--- config.mk ---
export PLATFORM = sky130hd
export DESIGN_NAME = bin2x2_filter
export DESIGN_NICKNAME = d
export VERILOG_FILES = /design/src/rtl/bin_pkg.sv /design/src/rtl/bin_line_buffer.sv /design/src/rtl/bin2x2_filter.sv
export SDC_FILE = /design/constraint.sdc
export NUM_CORES = 1
export LEC_CHECK = 0
export CORE_MARGIN = 2
export CORE_UTILIZATION = 41
export CTS_CLUSTER_DIAMETER = 100
export DETAILED_ROUTE_END_ITERATION = 10
export SLEW_MARGIN = 20
export SYNTH_ARGS = -nofsm -noshare
export SYNTH_HDL_FRONTEND = slang
export SYNTH_SLANG_ARGS = --single-unit
--- constraint.sdc ---
create_clock -name clk -period 4.6 [get_ports clk]
set_clock_uncertainty 0.2 [all_clocks]
set_input_delay 1.15 -clock clk [delete_from_list [all_inputs] [get_ports clk]]
set_output_delay 1.15 -clock clk [all_outputs]
set_load 0.02 [all_outputs]
--- src/rtl/bin_pkg.sv ---
// Shared constants and width helpers for the 2x2 binning stage.
package bin_pkg;

  localparam int unsigned DEF_PIXEL_BIT_WIDTH = 12;
  localparam int unsigned DEF_IN_ROWS         = 20;
  localparam int unsigned DEF_IN_COLS         = 20;

  // Pair sum and quad sum widths
  function automatic int unsigned sum2_w(input int unsigned pw);
    return pw + 1;
  endfunction

  function automatic int unsigned sum4_w(input int unsigned pw);
    return pw + 2;
  endfunction

  // Counter/address width, never narrower than one bit
  function automatic int unsigned cnt_w(input int unsigned n);
    return (n <= 2) ? 1 : $clog2(n);
  endfunction

endpackage

--- src/rtl/bin_line_buffer.sv ---
// Half-line store of horizontal pair sums from the even row of each block pair.
module bin_line_buffer
  import bin_pkg::*;
#(
  parameter int unsigned DEPTH  = 10,
  parameter int unsigned DATA_W = 13,
  localparam int unsigned ADDR_W = cnt_w(DEPTH)
) (
  input  logic              clk,
  input  logic              we,
  input  logic [ADDR_W-1:0] waddr,
  input  logic [DATA_W-1:0] wdata,
  input  logic [ADDR_W-1:0] raddr,
  output logic [DATA_W-1:0] rdata
);

  // Not reset: every entry is written on the even row before the odd row reads it
  logic [DATA_W-1:0] mem_q [DEPTH];

  always_ff @(posedge clk) begin
    if (we) mem_q[waddr] <= wdata;
  end

  assign rdata = mem_q[raddr];

endmodule

--- src/rtl/bin2x2_filter.sv ---
// 2x2 binning of a raster pixel stream with valid/ready output backpressure.
// Optional BIN2X2_ROUND_EN selects round-half-up instead of truncation.
module bin2x2_filter
  import bin_pkg::*;
#(
  parameter int unsigned PIXEL_BIT_WIDTH = DEF_PIXEL_BIT_WIDTH,
  parameter int unsigned IN_ROWS         = DEF_IN_ROWS,
  parameter int unsigned IN_COLS         = DEF_IN_COLS
) (
  input  logic                       clk,
  input  logic                       reset,
  input  logic [PIXEL_BIT_WIDTH-1:0] pixel_in,
  input  logic                       in_valid,
  output logic                       in_ready,
  output logic [PIXEL_BIT_WIDTH-1:0] pixel_out,
  output logic                       out_valid,
  input  logic                       out_ready
);

  localparam int unsigned PW     = PIXEL_BIT_WIDTH;
  localparam int unsigned SUM2_W = sum2_w(PIXEL_BIT_WIDTH);
  localparam int unsigned SUM4_W = sum4_w(PIXEL_BIT_WIDTH);
  localparam int unsigned COL_W  = cnt_w(IN_COLS);
  localparam int unsigned ROW_W  = cnt_w(IN_ROWS);
  localparam int unsigned LB_D   = IN_COLS / 2;
  localparam int unsigned ADDR_W = cnt_w(LB_D);

  if ((IN_ROWS % 2) != 0 || (IN_COLS % 2) != 0 || IN_ROWS < 2 || IN_COLS < 2) begin : g_bad_size
    $error("bin2x2_filter: IN_ROWS and IN_COLS must be even and >= 2");
  end

  logic [COL_W-1:0]  col_q, col_d;
  logic [ROW_W-1:0]  row_q, row_d;
  logic [PW-1:0]     hold_q, hold_d;
  logic [PW-1:0]     pixel_out_q, pixel_out_d;
  logic              out_valid_q, out_valid_d;

  logic              accept_c;
  logic              lb_we;
  logic [ADDR_W-1:0] lb_addr;
  logic [SUM2_W-1:0] lb_wdata;
  logic [SUM2_W-1:0] lb_rdata;
  logic [SUM4_W-1:0] sum4;
  logic [SUM4_W-1:0] sum4_adj;

  assign in_ready = !(out_valid_q && !out_ready);
  assign accept_c = in_valid && in_ready;
  assign lb_addr  = ADDR_W'(col_q >> 1);

  bin_line_buffer #(
    .DEPTH (LB_D),
    .DATA_W(SUM2_W)
  ) u_line_buffer (
    .clk  (clk),
    .we   (lb_we),
    .waddr(lb_addr),
    .wdata(lb_wdata),
    .raddr(lb_addr),
    .rdata(lb_rdata)
  );

  // Counters, hold register, line buffer write and output register next-state
  always_comb begin
    col_d       = col_q;
    row_d       = row_q;
    hold_d      = hold_q;
    pixel_out_d = pixel_out_q;
    out_valid_d = out_valid_q && !out_ready;
    lb_we       = 1'b0;
    lb_wdata    = SUM2_W'(hold_q) + SUM2_W'(pixel_in);
    sum4        = SUM4_W'(lb_rdata) + SUM4_W'(hold_q) + SUM4_W'(pixel_in);
`ifdef BIN2X2_ROUND_EN
    sum4_adj    = sum4 + SUM4_W'(2);
`else
    sum4_adj    = sum4;
`endif

    if (accept_c) begin
      if (col_q == COL_W'(IN_COLS - 1)) begin
        col_d = '0;
        row_d = (row_q == ROW_W'(IN_ROWS - 1)) ? '0 : row_q + ROW_W'(1);
      end else begin
        col_d = col_q + COL_W'(1);
      end

      if (!col_q[0]) begin
        hold_d = pixel_in;
      end else if (!row_q[0]) begin
        lb_we = 1'b1;
      end else begin
        pixel_out_d = PW'(sum4_adj >> 2);
        out_valid_d = 1'b1;
      end
    end
  end

  always_ff @(posedge clk or negedge reset) begin
    if (!reset) begin
      col_q       <= '0;
      row_q       <= '0;
      hold_q      <= '0;
      pixel_out_q <= '0;
      out_valid_q <= 1'b0;
    end else begin
      col_q       <= col_d;
      row_q       <= row_d;
      hold_q      <= hold_d;
      pixel_out_q <= pixel_out_d;
      out_valid_q <= out_valid_d;
    end
  end

  assign pixel_out = pixel_out_q;
  assign out_valid = out_valid_q;

endmodule
==> flow_summary.toml <==
[status]
outcome = "finished, final reports clean"

[floorplanning]
die_h_um = 141
core_um2 = 18100
io_pins = 30
initial_core_util = 0.421
chipWidth_um = 141
rows = 49
dieArea_um2 = 19800

[worst_hold_path]
min-delay-start = "pixel_out[0]$_DFFE_PN0P_"
hold_depth = 2
hp-class = "flip-flop to flip-flop"
min_to = "pixel_out[0]$_DFFE_PN0P_"

[clock_network]
cts.sinks = 165
hold_buffers = 0
cts_tree = "built"
cts_resized = 0
cts-root-buf = "clkbuf_16"
postCtsSetupBuffers = 0
cts_buffers = 17
clk_latency_ns = 0.42
clock_path_buffers = 2
cts.clk_slew.worst_paths_ns = 0.07
htreeDepth = 4

[timing]
slew_viol_final = 0
finalHoldViolations = 0
finalCriticalPeriod_ns = 4.25
finalCritPeriodShare = 0.923
relSlewSlack = 0.394
worst_pin_slew_ns = 0.902
fmax_mhz = 236
setup_viol_count_final = 0
rsz0062_at_grt = "no"
fin_setup_tns_ns = 0
whs_ns = 0.277

[placement]
port_buffers = 29
hpwl_mm = 10.7
gp_congestion = 0.811
postPlaceCellArea_um2 = 8340

[global_route]
grt_max_degree = 36
grt_pass1_vias = 4462
grt.total_usage = 0.168
antenna_found_initial = 0
overflow = 0
grt_pass1_wl_mm = 24.8

[power]
power_mw = 7.01
irDropWorstVdd_uv = 314
p_leak_nw = 3.20
powerDensity_nw_per_um2 = 784

[synth]
synthesis.area_um2 = 7640
synth_fp_nets = 563
ys_async_sr_fraction = 0.212
synthFlopType = "edfxtp_1"
yosysSeqAreaShare = 0.625
postSynthAreaPerCell_um2 = 15.0
synth_edf_count = 130
ys_ff_latch = 165
yosys.cell_types.count = 51
synthCells = 509
synth_warnings = 0

[critical_path]
r2r-end = "pixel_out[9]$_DFFE_PN0P_"
reg2reg_slack_ns = 0.35
r2r_start = "col_q[1]$_DFFE_PN0P_"
endpoint_kind = "flip-flop"
crit_path_frequent_cell = "a21oi_1"
critPathRequiredTime_ns = 4.76
crit_slowest_cell = "dfrtp_2"
worst_setup_path_start_kind = "flip-flop"
crit_arrival_ns = 4.41
cp_slowest_stage_delay_ns = 0.56
r2r_cells = 13
crit_type = "flip-flop to flip-flop"
crit_fanout = 9
path_cells = "mux4_2, nor2b_1, a211oi_1, a21oi_1, fa_1, fa_1, a21o_1, a21oi_1, o21ai_0, a21oi_1, o21ai_0, or4_1, nand3_1"

[layout]
fillers = 1548
utilization = 0.492
syn_to_final_growth_pct = 16.8
stdcell_area_um2 = 8930
finalNetCount = 616
drive_gt1_frac = 0.184
diodes = 0

[detailed_routing]
drt-pass1-iter-count = 4
via_per_inst = 5.38
vias = 4324
drc = 0
antenna_left = 0
routed_wl_mm = 15.3
wl_per_cell_um = 19.1
drtIter0Drc = 313

[flow_run]
cap_violations = 0
## state kept, by name (all words and copies together) (netlist names)
name and count:
col_q 5, hold_q 12, out_valid 1, pixel_out 12
row_q 5, u_line_buffer.mem_q 130
## synthesized netlist by cell type, drive strengths merged, types with 2 or more instances
| master | instances | share of area |
|---|---|---|
| edfxtp | 130 | 0.51 |
| dfrtp | 35 | 0.11 |
| nand2 | 35 | 0.017 |
| a21oi | 31 | 0.022 |
| mux4 | 26 | 0.077 |
| ha | 25 | 0.041 |
| o21ai | 22 | 0.014 |
| nor2 | 21 | 0.010 |
| mux2 | 15 | 0.022 |
| nor2b | 15 | 0.012 |
| xnor2 | 15 | 0.017 |
| fa | 13 | 0.034 |
| a211oi | 12 | 0.012 |
| clkbuf | 12 | 0.0059 |
| inv | 12 | 0.0059 |
| mux2i | 12 | 0.016 |
| buf | 8 | 0.0057 |
| nand3 | 8 | 0.0059 |
| nand2b | 7 | 0.0057 |
| nor3 | 7 | 0.0046 |
| or3 | 5 | 0.0041 |
| and2 | 4 | 0.0033 |
| nand4 | 4 | 0.0033 |
| a21o | 3 | 0.0029 |
| a31oi | 3 | 0.0025 |
| nor3b | 3 | 0.0029 |
| or2 | 3 | 0.0025 |
| xor2 | 3 | 0.0034 |
| a21boi | 2 | 0.0020 |
| o21a | 2 | 0.0020 |
| o21bai | 2 | 0.0020 |
| or4 | 2 | 0.0020 |
## through the flow
| step | instances | setup slack (ns) |
|---|---|---|
| after floorplan | 509 | 0.428 |
| after global placement | 772 | 0.236 |
| after detailed placement | 772 | 0.146 |
| after CTS | 804 | 0.309 |
| after global routing | 804 | 0.0713 |
| final | 804 | 0.354 |
## where the power goes
| group | internal [mW] | switching, mW |
|---|---|---|
| clock network | 0.814 | 0.608 |
| registers | 2.18 | 0.153 |
| logic | 1.38 | 1.87 |
| total | 4.38 | 2.63 |
## worst max-delay path by stage
| stage | startpoint | cells after the start | endpoint | slack (ns) |
|---|---|---|---|---|
| after global routing | col_q[1]$_DFFE_PN0P_ | 13 | pixel_out[9]$_DFFE_PN0P_ | 0.07 |
| after floorplan | col_q[1]$_DFFE_PN0P_ | 15 | pixel_out[9]$_DFFE_PN0P_ | 0.43 |
| after detailed placement | pixel_in[1] | 12 | pixel_out[9]$_DFFE_PN0P_ | 0.15 |
| after CTS | col_q[1]$_DFFE_PN0P_ | 13 | pixel_out[9]$_DFFE_PN0P_ | 0.31 |
| final | col_q[1]$_DFFE_PN0P_ | 13 | pixel_out[9]$_DFFE_PN0P_ | 0.35 |
| after global placement | pixel_in[0] | 11 | u_line_buffer.mem_q[6][10]$_DFFE_PP_ | 0.24 |
## layout make-up
| class | count | area, um2 | area share |
|---|---|---|---|
| clock inverter | 15 | 166 | 0.0186 |
| multi-input combinational | 312 | 2740 | 0.307 |
| inverter | 12 | 45.0 | 0.00504 |
| sequential | 165 | 4780 | 0.535 |
| timing repair buffer | 54 | 485 | 0.0544 |
| tap | 229 | 287 | 0.0321 |
| clock buffer | 17 | 425 | 0.0476 |
## critical path, delay by kind of cell, from the launching register on
family,cells,cell delay (ns)
DFF,1,0.56
muxes,1,0.54
adders and majority gates,2,0.99
and+or+nand+nor,3,0.67
AOI/OAI and AO/OA,7,1.22
## kinds of logic (layout without fill, tap and decap cells)
group / after synthesis / after routing / share of synthesized area
DFF: 165 / 165 / 0.625
and+or+nand+nor: 117 / 117 / 0.0771
AOI/OAI and AO/OA: 86 / 86 / 0.0702
muxes: 53 / 53 / 0.114
adders and majority gates: 38 / 38 / 0.0750
buffers and inverters: 32 / 98 / 0.0175
xor gates and xnor gates: 18 / 18 / 0.0206
## layer usage
layer | vias up | GRT usage | wire length [um]
li1 | 2049 | - | -
met1 | 2162 | 0.226 | 7130
met2 | 95 | 0.274 | 7370
met3 | 18 | 0.0318 | 550
met4 | 0 | 0.0595 | 281
met5 | - | 0 | 0
## placed cells by master, fill, tap and decap left out, types with 4 or more instances in the layout
| master | count |
|---|---|
| dfrtp_1 | 34 |
| clkbuf_16 | 17 |
| o21ai_0 | 20 |
| fa_1 | 13 |
| xnor2_1 | 15 |
| ha_1 | 25 |
| nor2_1 | 21 |
| nand2b_1 | 7 |
| inv_6 | 5 |
| inv_1 | 12 |
| or3_1 | 5 |
| a21oi_1 | 30 |
| nor2b_1 | 15 |
| nand2_1 | 35 |
| nand3_1 | 7 |
| mux2i_1 | 12 |
| nand4_1 | 4 |
| mux4_2 | 26 |
| a211oi_1 | 12 |
| and2_1 | 4 |
| edfxtp_1 | 130 |
| clkdlybuf4s50_1 | 28 |
| mux2_2 | 15 |
| buf_4 | 24 |
| nor3_1 | 5 |
Power figures use the tool's default switching activity.
